--- src/rtl/ctl_pkg.sv ---
// Shared types and encodings for the multi-cycle RV32I control unit:
// FSM states, ALU operation class, write-back / PC source selects and
// the base opcodes the control unit recognises.
package ctl_pkg;

  typedef enum logic [2:0] {
    FETCH  = 3'd0,
    DECODE = 3'd1,
    EXEC   = 3'd2,
    MEM    = 3'd3,
    WB     = 3'd4,
    TRAP   = 3'd5
  } mc_state_t;

  typedef enum logic [1:0] {
    ALUOP_ADD    = 2'd0,
    ALUOP_FUNCT  = 2'd1,
    ALUOP_BRANCH = 2'd2
  } aluop_t;

  localparam logic [2:0] CTL_MEMTOREG_ALU = 3'd0;
  localparam logic [2:0] CTL_MEMTOREG_MEM = 3'd1;
  localparam logic [2:0] CTL_MEMTOREG_PC4 = 3'd2;
  localparam logic [2:0] CTL_MEMTOREG_IMM = 3'd3;

  localparam logic [1:0] CTL_PCSEL_PCPLUS4   = 2'd0;
  localparam logic [1:0] CTL_PCSEL_PCPLUSIMM = 2'd1;
  localparam logic [1:0] CTL_PCSEL_RPLUSIMM  = 2'd2;

  localparam logic [6:0] OPC_R      = 7'b0110011;
  localparam logic [6:0] OPC_I      = 7'b0010011;
  localparam logic [6:0] OPC_LOAD   = 7'b0000011;
  localparam logic [6:0] OPC_STORE  = 7'b0100011;
  localparam logic [6:0] OPC_BRANCH = 7'b1100011;
  localparam logic [6:0] OPC_JAL    = 7'b1101111;
  localparam logic [6:0] OPC_JALR   = 7'b1100111;
  localparam logic [6:0] OPC_LUI    = 7'b0110111;
  localparam logic [6:0] OPC_AUIPC  = 7'b0010111;

  // True for every opcode the multi-cycle sequencer knows how to execute.
  function automatic logic opc_legal(input logic [6:0] opc);
    case (opc)
      OPC_R, OPC_I, OPC_LOAD, OPC_STORE, OPC_BRANCH,
      OPC_JAL, OPC_JALR, OPC_LUI, OPC_AUIPC: opc_legal = 1'b1;
      default:                               opc_legal = 1'b0;
    endcase
  endfunction

endpackage

--- src/rtl/mc_control_wait_timer.sv ---
// mc_wait_timer: counts consecutive cycles a memory request has been left
// waiting for mem_ready and flags the cycle on which it runs out of patience.
module mc_wait_timer #(
  parameter int MEM_TIMEOUT = 16
) (
  input  logic clk,
  input  logic rst,
  input  logic wait_i,
  input  logic clr_i,
  output logic expired_o
);

  localparam int CW = (MEM_TIMEOUT > 1) ? $clog2(MEM_TIMEOUT) : 1;
  localparam logic [CW-1:0] LAST = CW'(MEM_TIMEOUT - 1);

  logic [CW-1:0] cnt_q, cnt_d;

  // Next count: a state change restarts the count, a waiting cycle advances it.
  always_comb begin
    cnt_d = cnt_q;
    if (clr_i) begin
      cnt_d = '0;
    end else if (wait_i) begin
      cnt_d = cnt_q + 1'b1;
    end
  end

  // Wait counter register.
  always_ff @(posedge clk) begin
    if (rst) begin
      cnt_q <= '0;
    end else begin
      cnt_q <= cnt_d;
    end
  end

  // Only a cycle that is still waiting can expire; a handshake on the last
  // allowed cycle therefore wins.
  assign expired_o = wait_i && (cnt_q == LAST);

endmodule

--- src/rtl/mc_control.sv ---
// mc_control: multi-cycle control FSM for the RV32I core. Sequences each
// instruction through FETCH/DECODE/EXEC/MEM/WB over a single handshaked
// memory port and traps on illegal opcodes or memory timeouts.
// Optional MC_CONTROL_PERF_EN adds retired-instruction and stall counters.
module mc_control
  import ctl_pkg::*;
#(
  parameter int MEM_TIMEOUT = 16,
  parameter int CNT_W       = 32
) (
  input  logic             clk,
  input  logic             rst,
  input  logic [6:0]       inst_opc,
  input  logic             take_branch,
  input  logic             mem_ready,
  output logic [1:0]       CTL_PcSel,
  output logic             CTL_PcWrite,
  output logic             CTL_IrWrite,
  output logic             CTL_IorD,
  output logic             CTL_MemRead,
  output logic             CTL_MemWrite,
  output logic             CTL_RegWrite,
  output aluop_t           CTL_AluOp,
  output logic             CTL_AluSrc,
  output logic [2:0]       CTL_MemToReg,
  output mc_state_t        state_o,
  output logic             illegal_o,
  output logic             timeout_o
`ifdef MC_CONTROL_PERF_EN
  ,
  output logic [CNT_W-1:0] perf_retired,
  output logic [CNT_W-1:0] perf_stall
`endif
);

  if (MEM_TIMEOUT < 1 || CNT_W < 1) begin : g_bad_param
    $error("mc_control: MEM_TIMEOUT and CNT_W must be at least 1");
  end

  mc_state_t state_q, state_d;
  logic      illegal_q, timeout_q;
  logic      set_ill, set_to;
  logic      mem_wait, expired;

  // A memory request is outstanding in FETCH and MEM until mem_ready.
  assign mem_wait = ((state_q == FETCH) || (state_q == MEM)) && !mem_ready;

  mc_wait_timer #(
    .MEM_TIMEOUT (MEM_TIMEOUT)
  ) u_wait_timer (
    .clk       (clk),
    .rst       (rst),
    .wait_i    (mem_wait),
    .clr_i     (state_d != state_q),
    .expired_o (expired)
  );

  // Next-state and strobe decode; rst silences every strobe so a request in flight is dropped.
  always_comb begin
    state_d      = state_q;
    set_ill      = 1'b0;
    set_to       = 1'b0;
    CTL_PcSel    = CTL_PCSEL_PCPLUS4;
    CTL_PcWrite  = 1'b0;
    CTL_IrWrite  = 1'b0;
    CTL_IorD     = 1'b0;
    CTL_MemRead  = 1'b0;
    CTL_MemWrite = 1'b0;
    CTL_RegWrite = 1'b0;
    CTL_AluOp    = ALUOP_ADD;
    CTL_AluSrc   = 1'b0;
    CTL_MemToReg = CTL_MEMTOREG_ALU;
    case (state_q)
      FETCH: begin
        CTL_MemRead = 1'b1;
        if (mem_ready) begin
          CTL_IrWrite = 1'b1;
          CTL_PcWrite = 1'b1;
          state_d     = DECODE;
        end else if (expired) begin
          set_to  = 1'b1;
          state_d = TRAP;
        end
      end
      DECODE: begin
        if (opc_legal(inst_opc)) begin
          state_d = EXEC;
        end else begin
          set_ill = 1'b1;
          state_d = TRAP;
        end
      end
      EXEC: begin
        state_d = WB;
        case (inst_opc)
          OPC_R: CTL_AluOp = ALUOP_FUNCT;
          OPC_I: begin
            CTL_AluOp  = ALUOP_FUNCT;
            CTL_AluSrc = 1'b1;
          end
          OPC_LOAD, OPC_STORE: begin
            CTL_AluSrc = 1'b1;
            state_d    = MEM;
          end
          OPC_BRANCH: begin
            CTL_AluOp   = ALUOP_BRANCH;
            CTL_PcSel   = CTL_PCSEL_PCPLUSIMM;
            CTL_PcWrite = take_branch;
            state_d     = FETCH;
          end
          OPC_JAL: begin
            CTL_PcSel   = CTL_PCSEL_PCPLUSIMM;
            CTL_PcWrite = 1'b1;
          end
          OPC_JALR: begin
            CTL_PcSel   = CTL_PCSEL_RPLUSIMM;
            CTL_PcWrite = 1'b1;
          end
          default: ;
        endcase
      end
      MEM: begin
        CTL_IorD     = 1'b1;
        CTL_MemRead  = (inst_opc == OPC_LOAD);
        CTL_MemWrite = (inst_opc == OPC_STORE);
        if (mem_ready) begin
          state_d = (inst_opc == OPC_LOAD) ? WB : FETCH;
        end else if (expired) begin
          set_to  = 1'b1;
          state_d = TRAP;
        end
      end
      WB: begin
        CTL_RegWrite = 1'b1;
        state_d      = FETCH;
        case (inst_opc)
          OPC_LOAD:           CTL_MemToReg = CTL_MEMTOREG_MEM;
          OPC_JAL, OPC_JALR:  CTL_MemToReg = CTL_MEMTOREG_PC4;
          OPC_LUI:            CTL_MemToReg = CTL_MEMTOREG_IMM;
          default:            CTL_MemToReg = CTL_MEMTOREG_ALU;
        endcase
      end
      TRAP: state_d = TRAP;
      default: state_d = FETCH;
    endcase
    if (rst) begin
      CTL_PcSel    = CTL_PCSEL_PCPLUS4;
      CTL_PcWrite  = 1'b0;
      CTL_IrWrite  = 1'b0;
      CTL_IorD     = 1'b0;
      CTL_MemRead  = 1'b0;
      CTL_MemWrite = 1'b0;
      CTL_RegWrite = 1'b0;
      CTL_AluOp    = ALUOP_ADD;
      CTL_AluSrc   = 1'b0;
      CTL_MemToReg = CTL_MEMTOREG_ALU;
    end
  end

  // State register and sticky trap flags.
  always_ff @(posedge clk) begin
    if (rst) begin
      state_q   <= FETCH;
      illegal_q <= 1'b0;
      timeout_q <= 1'b0;
    end else begin
      state_q <= state_d;
      if (set_ill) illegal_q <= 1'b1;
      if (set_to)  timeout_q <= 1'b1;
    end
  end

  assign state_o   = state_q;
  assign illegal_o = illegal_q;
  assign timeout_o = timeout_q;

`ifdef MC_CONTROL_PERF_EN
  logic [CNT_W-1:0] retired_q, stall_q;
  logic             retire;

  assign retire = (state_d == FETCH) &&
                  ((state_q == EXEC) || (state_q == MEM) || (state_q == WB));

  // Free-running, wrapping performance counters.
  always_ff @(posedge clk) begin
    if (rst) begin
      retired_q <= '0;
      stall_q   <= '0;
    end else begin
      if (retire)   retired_q <= retired_q + 1'b1;
      if (mem_wait) stall_q   <= stall_q + 1'b1;
    end
  end

  assign perf_retired = retired_q;
  assign perf_stall   = stall_q;
`endif

endmodule

--- config.mk ---
export PLATFORM = sky130hd
export DESIGN_NAME = mc_control
export DESIGN_NICKNAME = d
export VERILOG_FILES = /design/src/rtl/ctl_pkg.sv /design/src/rtl/mc_control_wait_timer.sv /design/src/rtl/mc_control.sv
export SDC_FILE = /design/constraint.sdc
export NUM_CORES = 1
export LEC_CHECK = 0
export ABC_AREA = 1
export CAP_MARGIN = 5
export CORE_ASPECT_RATIO = 1.25
export CORE_UTILIZATION = 39
export CTS_CLUSTER_SIZE = 40
export DETAILED_ROUTE_END_ITERATION = 12
export PLACE_DENSITY = 0.81
export SETUP_SLACK_MARGIN = 0.05
export SYNTH_ARGS = -nofsm -noshare
export SYNTH_HDL_FRONTEND = slang
export SYNTH_SLANG_ARGS = --single-unit
--- constraint.sdc ---
create_clock -name clk -period 1.3 [get_ports clk]
set_clock_uncertainty 0.05 [all_clocks]
set_input_delay 0.195 -clock clk [delete_from_list [all_inputs] [get_ports clk]]
set_output_delay 0.195 -clock clk [all_outputs]
set_load 0.01 [all_outputs]
Word level (Yosys, flattened, before mapping)
Cells that the tools add are included.
Widths: inputs -> output; s select.
{"block": "word_totals", "reg_bits": 9, "latch_bits": 0, "ramBits": 0, "mem_bits_ro": 0, "inputBits": 11, "word_cells": 74, "n_memories": 0}
{"block": "classes", "add_sub_neg": 1, "mul": 0, "div": 0, "order_cmp": 0, "n_eq_ne": 16, "shifts": 0, "muxes": 40, "n_bitwise": 0, "reduce_logical": 13}
{"operator": "$eq 7x6->1 const B", "n": 3}
{"operator": "$eq 7x7->1 const B", "n": 3}
{"operator": "$mux 1", "n": 21}
{"operator": "$mux 3", "n": 6}
{"operator": "$pmux 3 s5", "n": 1}
{"operator": "$eq 7x5->1 const B", "n": 2}
{"operator": "$reduce_or 2->1", "n": 6}
{"operator": "$mux 2", "n": 5}
{"operator": "$reduce_or 9->1", "n": 1}
{"operator": "$pmux 2 s2", "n": 2}
{"operator": "$eq 7x2->1 const B", "n": 1}
{"operator": "$eq 3x2->1 const B", "n": 2}
{"operator": "$eq 3x3->1 const B", "n": 2}
{"operator": "$pmux 1 s2", "n": 3}
{"operator": "$pmux 2 s3", "n": 1}
{"operator": "$pmux 3 s2", "n": 1}
{"operator": "$add 4x1->4 const B", "n": 1}
{"operator": "$eq 4x4->1 const B", "n": 1}
{"operator": "$eq 3x1->1 const B", "n": 1}
{"operator": "$logic_not 3->1", "n": 1}
{"operator": "$ne 3x3->1", "n": 1}
{"operator": "$reduce_or 3->1", "n": 1}
{"operator": "$logic_and 1x1->1", "n": 2}
{"operator": "$logic_not 1->1", "n": 1}
{"operator": "$logic_or 1x1->1", "n": 1}

Logic depth before layout (Yosys ltp)
Gate-level depths: netlist of run 1.
{"block": "depth", "depth_word": 9, "mapped_depth": 13}

Cells and area by module
A second synthesis of run 1 with hierarchy kept.
{"block": "unflattened", "cells_unflattened": 136, "hier_area_um2": 822.0}
{"module": "mc_control", "n_inst": 1, "cells_per_inst": 111, "area_each_um2": 643.1, "seq_area_each_um2": 100.1}
{"module": "mc_wait_timer", "n_inst": 1, "cells_per_inst": 25, "area_each_um2": 178.9, "seq_area_each_um2": 80.1}

Worst setup path after synthesis of run 1
Ideal clock, no wire load.
{"block": "synth_path", "path_type": "reg2reg", "startpoint": "reg state_q[2], in the netlist state_o[2]", "endpoint": "reg u_wait_timer.cnt_q[0]", "setup_ps": 65, "arrival_time_ps": 1331, "required_time_ps": 1185, "path_slack_ps": -145, "stages_incl_launch_ff": 13, "synth_period_minus_slack_ps": 1445, "cell_sequence": "dfxtp_1 > inv_1 > nand2_1 > nor2_1 > nor2_1 > nand2_1 > nor2_2 > nand2_1 > nand2_1 > nand2_1 > nand2_1 > nand3_2 > nor2_1"}
{"block": "synth_via", "elab_chain_len": 9, "elab_cells_between_ends": 14}
{"item": "start, declared", "line_no": "mc_control.sv:40", "rtl": "mc_state_t state_q, state_d;"}
{"item": "start signal, assigned", "line_no": "mc_control.sv:167", "rtl": "state_q <= state_d;"}
{"item": "$eq 3x2->1 / $logic_not 3->1 (equally long branches)", "line_no": "mc_control.sv:46, mc_control.sv:73"}
{"item": "$logic_or 1x1->1", "line_no": "mc_control.sv:46", "rtl": "assign mem_wait = ((state_q == FETCH) || (state_q == MEM)) && !mem_ready;"}
{"item": "$logic_and 1x1->1", "line_no": "mc_control.sv:46"}
{"item": "$logic_and 1x1->1", "line_no": "mc_control_wait_timer.sv:39", "rtl": "assign expired_o = wait_i && (cnt_q == LAST);"}
{"item": "$mux 3", "line_no": "mc_control.sv:80, mc_control.sv:128"}
{"item": "$mux 3 (on tied branches)", "line_no": "mc_control.sv:126, mc_control.sv:76"}
{"item": "$pmux 3 s5", "line_no": "mc_control.sv:73", "rtl": "case (state_q)"}
{"item": "$ne 3x3->1", "line_no": "mc_control.sv:54", "rtl": ".clr_i (state_d != state_q),"}
{"item": "$reduce_or 2->1 (no line)"}
{"item": "end signal, assigned", "line_no": "mc_control_wait_timer.sv:33", "rtl": "cnt_q <= cnt_d;"}
{"item": "end, declared", "line_no": "mc_control_wait_timer.sv:16", "rtl": "logic [CW-1:0] cnt_q, cnt_d;"}
Parallel ways exist; a longest one is shown, timed or not.
A chain may end at the register's enable or synchronous reset.

Worst setup path after layout of run 1
{"block": "layout_path", "startpoint": "reg state_q[0], in the netlist state_o[0]", "endpoint": "reg u_wait_timer.cnt_q[1]"}
Same word-level chain as after synthesis.

==> results of run 1 <==
## cell usage in the layout, fill, tap and decap left out, types with 4 or more instances in the layout
master          n
nor2_2          9
inv_1          20
nand2_1        27
nor2_1         10
a21oi_2         7
buf_4          32
buf_2          12
nor2_4         14
nand3_2         4
buf_6           9
nand2_2         8
inv_2           7
dfxtp_1         4
dlygate4sd2_1   7
## sequential cells by signal, summed over array words and instances (netlist names)
name / flops
illegal_o: 1
u_wait_timer.cnt_q: 4
timeout_o: 1
state_o: 3
## worst max path at each step
stage	from	end	depth (start not counted)
2_1_floorplan	u_wait_timer.cnt_q[0]	u_wait_timer.cnt_q[1]	12
3_3_place_gp	inst_opc[0]	CTL_MemRead	8
3_5_place_dp	inst_opc[1]	CTL_MemRead	8
4_1_cts	state_o[1]	CTL_AluSrc	7
5_1_grt	state_o[1]	u_wait_timer.cnt_q[1]	11
6_report	state_o[0]	u_wait_timer.cnt_q[1]	13
## cells in the mapped netlist
master	count	share of area (%)
nand2_1	38	18
inv_1	30	14
nor2_1	30	14
a21oi_1	9	5.7
dfxtp_1	9	23
nand3_1	5	3.2
nand3_2	4	5.1
nor2_2	3	2.4
nor3_1	3	1.9
o21ai_0	2	1.3
o22ai_1	2	1.6
xor2_1	2	2.2
a31oi_1	1	0.79
buf_4	1	0.95
clkbuf_1	1	0.47
conb_1	1	0.47
ha_1	1	1.6
nand3b_1	1	0.95
nor4b_1	1	1.1
xnor2_1	1	1.1
## through the flow
step                      std cells  worst slack, ps  area, um2  setup TNS (ps)
after floorplan                 145           -41.62      853.3          -131.7
after global placement          224           -819.1       1401          -13360
after detailed placement        224           -854.7       1401          -14920
after CTS                       230           -413.8       1535           -5435
after global routing            233           -575.8       1650           -8475
final                           233           -520.5       1650           -7531
## cell type report
type	count	area, um2	area share [%]
well taps	19	23.77	1.440
repair buffers	67	518.0	31.39
inverters	30	120.1	7.278
flip-flops and latches	9	193.9	11.75
clock buffers	4	26.28	1.592
multi-input cells	104	768.2	46.55
## kinds of logic after synthesis
kind of cell	Yosys count
AOI/OAI and AO/OA	14
xor gates and xnor gates	3
adders and majority gates	1
buffers and inverters	32
DFF	9
other	1
and+or+nand+nor	85
## worst max-delay path, delay by kind of cell, from the launching register on
kind	cells	cell delay [ps]
and+or+nand+nor	11	1080
DFF	1	360
buffers and inverters	2	270
## timing repair
item / in CTS / in global routing
gates resized for setup: 123 / 33
pin swaps: 35 / 19
endpoints found under the setup margin: 27 / 23
setup buffers: 3 / 3
## power by group through the flow
stage / Combinational [uW] / Clock, uW / Sequential [uW]
detailed placement: 379 / 0 / 315
global route: 548 / 240 / 315
finish: 524 / 241 / 313
floorplan: 157 / 0 / 327
global placement: 363 / 0 / 313
CTS: 428 / 234 / 313
## per-layer routing
| metal | routed length, um | up-vias |
|---|---|---|
| met5 | 0 | - |
| met4 | 305 | 0 |
| met3 | 258 | 40 |
| met2 | 2257 | 92 |
| met1 | 1383 | 622 |
| li1 | - | 586 |
==> impl_metrics.csv, run 1 <==
group,metric,value,unit
outcome,outcome,"complete, but fails checks",
outcome,violations,"negative setup slack",
clock_tree,clock_path_buffers,2,
sta,timing.final.crit_period,1821,ps
pwr,netSwitchingFraction,40.12,%
setup_path,reg2regPathDepth,13,
setup_path,crit_chain,"buf_6 > nor2_4 > nand2_2 > nor2_2 > buf_4 > nor2_4 > nand2_2 > nor2_4 > nand3_1 > nand2_1 > nor2_2 > nand3_2 > nor2_1",
clock_tree,cts_buffers,3,
global_routing,grt_util_met2,66.92,%
synthesis,yosysWarnings,0,
place,portBuffers,28,
setup_path,worstPathMaxFanout,4,
synthesis,synth_area,790.8,um2
floorplan,rows,17,
sta,fin_crit_sh,140.0,%
clock_tree,htreeDepth,1,
cells_and_area,nNetsFinal,227,
synthesis,postSynthNetCount,157,
drt,drc,0,
synthesis,synth_compound_area_share,9.335,%
setup_path,cp_common_cell,"nor2_4",
global_routing,overflow,0,
floorplan,die-height,52.35,um
sta,hold_slack,411.0,ps
global_routing,met3_usage,4.138,%
drt,drt-pass1-iter-count,4,
synthesis,synth_seq_cells,9,
floorplan,dieWidth,42.28,um
sta,finalHoldViolCount,0,
pwr,pwr-share-comb,48.6,%
place,gp_congestion,0.8438,
sta,max_freq,549.3,MHz
floorplan,core,1829,um2
pwr,intPower,645.6,uW
pwr,p_total,1078,uW
clock_tree,numClockSinks,9,
global_routing,grt_pass1_wl,5837,um
synthesis,synth_xor_area_share,3.323,%
global_routing,busiest_layer,"met2",
drt,wl_per_cell,18.04,um
sta,rsz0062_at_grt,"yes",
drt,drtAntennaViolNets,0,
min_path,worstHoldStart,"rst",
synthesis,synth_seq_area_share,22.78,%
global_routing,antenna_found_initial,0,
sta,setup_viol,21,
run,max_cap_viol_count,0,
min_path,min_to,"state_o[1]",
pwr,power_switching,432.5,uW
drt,drt_first_iter_violations,63,
synthesis,synth_top_family_by_area,"simple AND/OR/NAND/NOR gates",
min_path,worstHoldPathType,"input pin to flip-flop",
synthesis,muxShareOfSynthArea,0,%
global_routing,grt_max_degree,7,
global_routing,track_usage,34.95,%
setup_path,cp_slowest_cell,"dfxtp_4",
clock_tree,cts_tree,"done",
setup_path,crit_arrival,1980,ps
cells_and_area,drive_gt1_share,59.81,%
setup_path,r2r_start,"state_o[0]",
synthesis,synthSimpleGateAreaFrac,46.84,%
pwr,irDropWorstVdd,0.3744,mV
place,hpwl,2250,um
sta,setup_slack,-520.5,ps
floorplan,io-pin-count,30,
synthesis,synthCells,145,
clock_tree,clk_pin_slew,70,ps
cells_and_area,antenna_cells,0,
floorplan,die_area,2213,um2
setup_path,end_kind,"flip-flop",
setup_path,required,1460,ps
floorplan,start_util,43.23,%
pwr,p_clk_share,22.3,%
synthesis,synth_fa_ha_area_share,1.582,%
cells_and_area,post-route-util,90.22,%
min_path,whs_path_depth,2,
cells_and_area,syn2layout_area_growth,108.7,%
setup_path,r2r_slack,-520,ps
setup_path,slowest_delay,360,ps
global_routing,grtUsageMet1,33.05,%
clock_tree,clock-root-buffer,"clkbuf_4",
global_routing,grt_pass1_vias,1357,
setup_path,critPathLaunchType,"flip-flop",
drt,avgViaCountPerCell,5.751,
pwr,seqPwrFrac,29.1,%
sta,slew_viol_final,0,
drt,vias,1340,
setup_path,path_class,"flip-flop to flip-flop",
synthesis,avgSynthCellArea,5.454,um2
setup_path,worstReg2RegEnd,"u_wait_timer.cnt_q[1]",
pwr,power.leakage,0.0008248,uW
cells_and_area,n_fill_cell,81,
synthesis,yosysUniqueCellTypes,20,
clock_tree,hold_buffers,0,
pwr,cellPowerDensity,653.3,nW/um2
clock_tree,insertion_delay,280,ps
drt,wl,4204,um
Note: power is estimated with default switching activity, not from simulation.
==> run 2, diff against run 1 <==
- ABC_AREA: 1 -> 0
- CAP_MARGIN: 5 -> 20
- CORE_UTILIZATION: 39 -> 40
- TNS_END_PERCENT: not set -> 10
==> impl_metrics.csv, run 2 <==
group,metric,value,unit
sta,max_freq,551.8,MHz
outcome,outcome,"complete, but fails checks",
synthesis,synth_most_common_cell,"nand2_1",
clock_tree,clk_pin_slew,60,ps
drt,wl_per_cell,15.95,um
min_path,worstHoldPathType,"input pin to flip-flop",
floorplan,start_util,43.20,%
pwr,intPower,591.7,uW
setup_path,r2r_slack,-310,ps
cells_and_area,post-route-util,76.09,%
synthesis,synthArstFlopShare,0,%
synthesis,synthDominantCellAreaShare,20.81,%
pwr,p_clk_share,24.3,%
clock_tree,clock-root-buffer,"clkbuf_4",
cells_and_area,largest_reg_flops,4,
cells_and_area,drive_gt1_share,54.75,%
pwr,seqPwrFrac,33.7,%
global_routing,grt_pass1_vias,1094,
synthesis,synth_seq_area_share,20.81,%
global_routing,antenna_found_initial,0,
sta,setup_viol,21,
cells_and_area,mostFrequentLayoutCell,"buf_4",
sta,setup_tns,-6155,ps
setup_path,worstPathMaxFanout,5,
drt,drt_first_iter_violations,21,
synthesis,postSynthNetCount,126,
synthesis,synth.top_cells.by_area,"dfxtp_1 21%, a21oi_1 5.2%, buf_6 5.2%",
clock_tree,cts_buffers,3,
pwr,power.leakage,0.0006995,uW
setup_path,reg2regPathDepth,6,
drt,drtAntennaViolNets,0,
synthesis,synthCells,114,
drt,drc,3,
drt,vias,1160,
pwr,cellPowerDensity,588.4,nW/um2
setup_path,path_class,"flip-flop to primary output",
sta,timing.final.crit_period,1812,ps
clock_tree,numClockSinks,9,
clock_tree,insertion_delay,260,ps
clock_tree,htreeDepth,1,
outcome,violations,"design-rule violations, negative setup slack",
clock_tree,clock_path_buffers,2,
floorplan,dieWidth,43.62,um
global_routing,overflow,0,
synthesis,synth_seq_cells,9,
pwr,irDropWorstVdd,0.5144,mV
cells_and_area,syn2layout_area_growth,76.16,%
synthesis,synthTopCellsByCount,"12 x nand2_1, 11 x nor2_1, 9 x a21oi_1, 9 x dfxtp_1, 7 x nor3_1",
drt,wl,3174,um
clock_tree,cts_tree,"done",
place,portBuffers,28,
run,max_cap_viol_count,0,
drt,avgViaCountPerCell,5.829,
synthesis,synth_flop_cell,"dfxtp_1",
global_routing,grt_max_degree,13,
floorplan,die-height,54.02,um
synthesis,avgSynthCellArea,7.595,um2
place,gp_congestion,0.8884,
synthesis,yosysUniqueCellTypes,46,
sta,finalHoldViolCount,0,
pwr,netSwitchingFraction,34.07,%
global_routing,grt_pass1_wl,4843,um
drt,drt-pass1-iter-count,8,
cells_and_area,antenna_cells,0,
sta,slew_viol_final,0,
cells_and_area,n_fill_cell,157,
floorplan,core,2004,um2
synthesis,synth_area,865.8,um2
setup_path,critPathLaunchType,"flip-flop",
cells_and_area,nNetsFinal,192,
place,post-place-ws,-1178,ps
setup_path,crit_arrival,1570,ps
synthesis,yosysTopAreaCell,"dfxtp_1",
floorplan,die_area,2356,um2
setup_path,worstReg2RegEnd,"state_o[2]",
setup_path,crit_start,"state_o[1]",
sta,setup_slack,-512.2,ps
synthesis,yosysWarnings,0,
sta,fin_crit_sh,139.4,%
setup_path,endpoint,"CTL_PcSel[1]",
sta,rsz0062_at_grt,"yes",
pwr,power_switching,305.7,uW
floorplan,rows,18,
cells_and_area,layout_common_cells,"36 x buf_4, 12 x buf_2, 10 x nand2_1",
setup_path,required,1050,ps
setup_path,r2r_start,"u_wait_timer.cnt_q[1]",
floorplan,io-pin-count,30,
place,hpwl,2156,um
pwr,pwr-share-comb,42.0,%
synthesis,synth-edff-count,0,
global_routing,track_usage,27.79,%
setup_path,end_kind,"primary output",
cells_and_area,regMostFlops,"u_wait_timer.cnt_q",
-- run 2: changes by cell type in the layout (fill, tap and decap cells not counted), sizes merged, moves of 4 or more --
cell	before	now
inv	30	2
nand2	38	12
nand3	9	4
nor2	33	11
nor3	3	7
-- run 2: area by class of cell --
class	instances	area [um2]	area share, %
multi-input cells	94	740.7	48.56
repair buffers	70	536.8	35.19
flip-flops and latches	9	188.9	12.39
clock buffers	4	26.28	1.723
well taps	20	25.02	1.641
inverters	2	7.507	0.4922
-- run 2: worst min-delay path by stage --
| stage | cells past startpoint | end | slack (ps) | start |
|---|---|---|---|---|
| 2_1_floorplan | 2 | state_o[2] | 330 | mem_ready |
| 3_3_place_gp | 2 | illegal_o | 400 | illegal_o |
| 3_5_place_dp | 2 | illegal_o | 410 | illegal_o |
| 4_1_cts | 6 | state_o[1] | 370 | inst_opc[6] |
| 5_1_grt | 6 | state_o[1] | 410 | inst_opc[6] |
| 6_report | 6 | state_o[1] | 400 | inst_opc[6] |
-- run 2: per-layer routing --
metal | vias to the layer above | global-route usage, % | part of all wire [%]
met3 | 13 | 4.698 | 6.3
met2 | 56 | 52.24 | 54
met5 | - | 0 | 0
met1 | 543 | 28.40 | 36
li1 | 548 | - | -
met4 | 0 | 16.67 | 3.5
-- run 2: cells by family after synthesis --
logic type	synth area share (%)
AO/OA/AOI/OAI	22.69
other	0.4331
multiplexers	2.312
AND/OR/NAND/NOR	38.87
buffers and inverters	10.41
XOR/XNOR	3.035
flip-flops	20.81
adder cells (fa/ha/maj)	1.445
-- run 2: what timing repair did --
action,in CTS,in global routing
hold buffers,0,0
buffers inserted,4,0
resized for setup,98,20
setup endpoints to repair,27,23
pin swaps,17,9
cloned,0,0
-- run 2: power by group through the flow --
stage	sequential [uW]	clock [uW]	combinational, uW
2_1_floorplan	310	0	179
3_3_place_gp	303	0	340
3_5_place_dp	304	0	350
4_1_cts	300	228	355
5_1_grt	304	246	404
6_report	303	218	377
-- run 2: through the flow --
step	hold WS, ps	total power [uW]	cells	area [um2]
6_report	395.4	897.5	199	1525
5_1_grt	405.9	953.6	199	1525
4_1_cts	372.1	883.4	199	1496
3_5_place_dp	414.6	653.7	191	1413
3_3_place_gp	399.4	643.0	191	1413
2_1_floorplan	334.1	488.3	114	904.6
-- run 2: worst max-delay path: stages (launching register included) --
cell,delay (ps)
dfxtp_4,370
nor3b_4,190
buf_6,130
nand4_1,120
buf_4,170
nor3b_2,160
buf_2,160
==> run 3, diff against run 2 <==
- ABC_CLOCK_PERIOD_IN_PS: not set -> 1300
- SLEW_MARGIN: not set -> 20
==> results of run 3 <==
Final layout, timing and power as in run 2 (identical DEF).
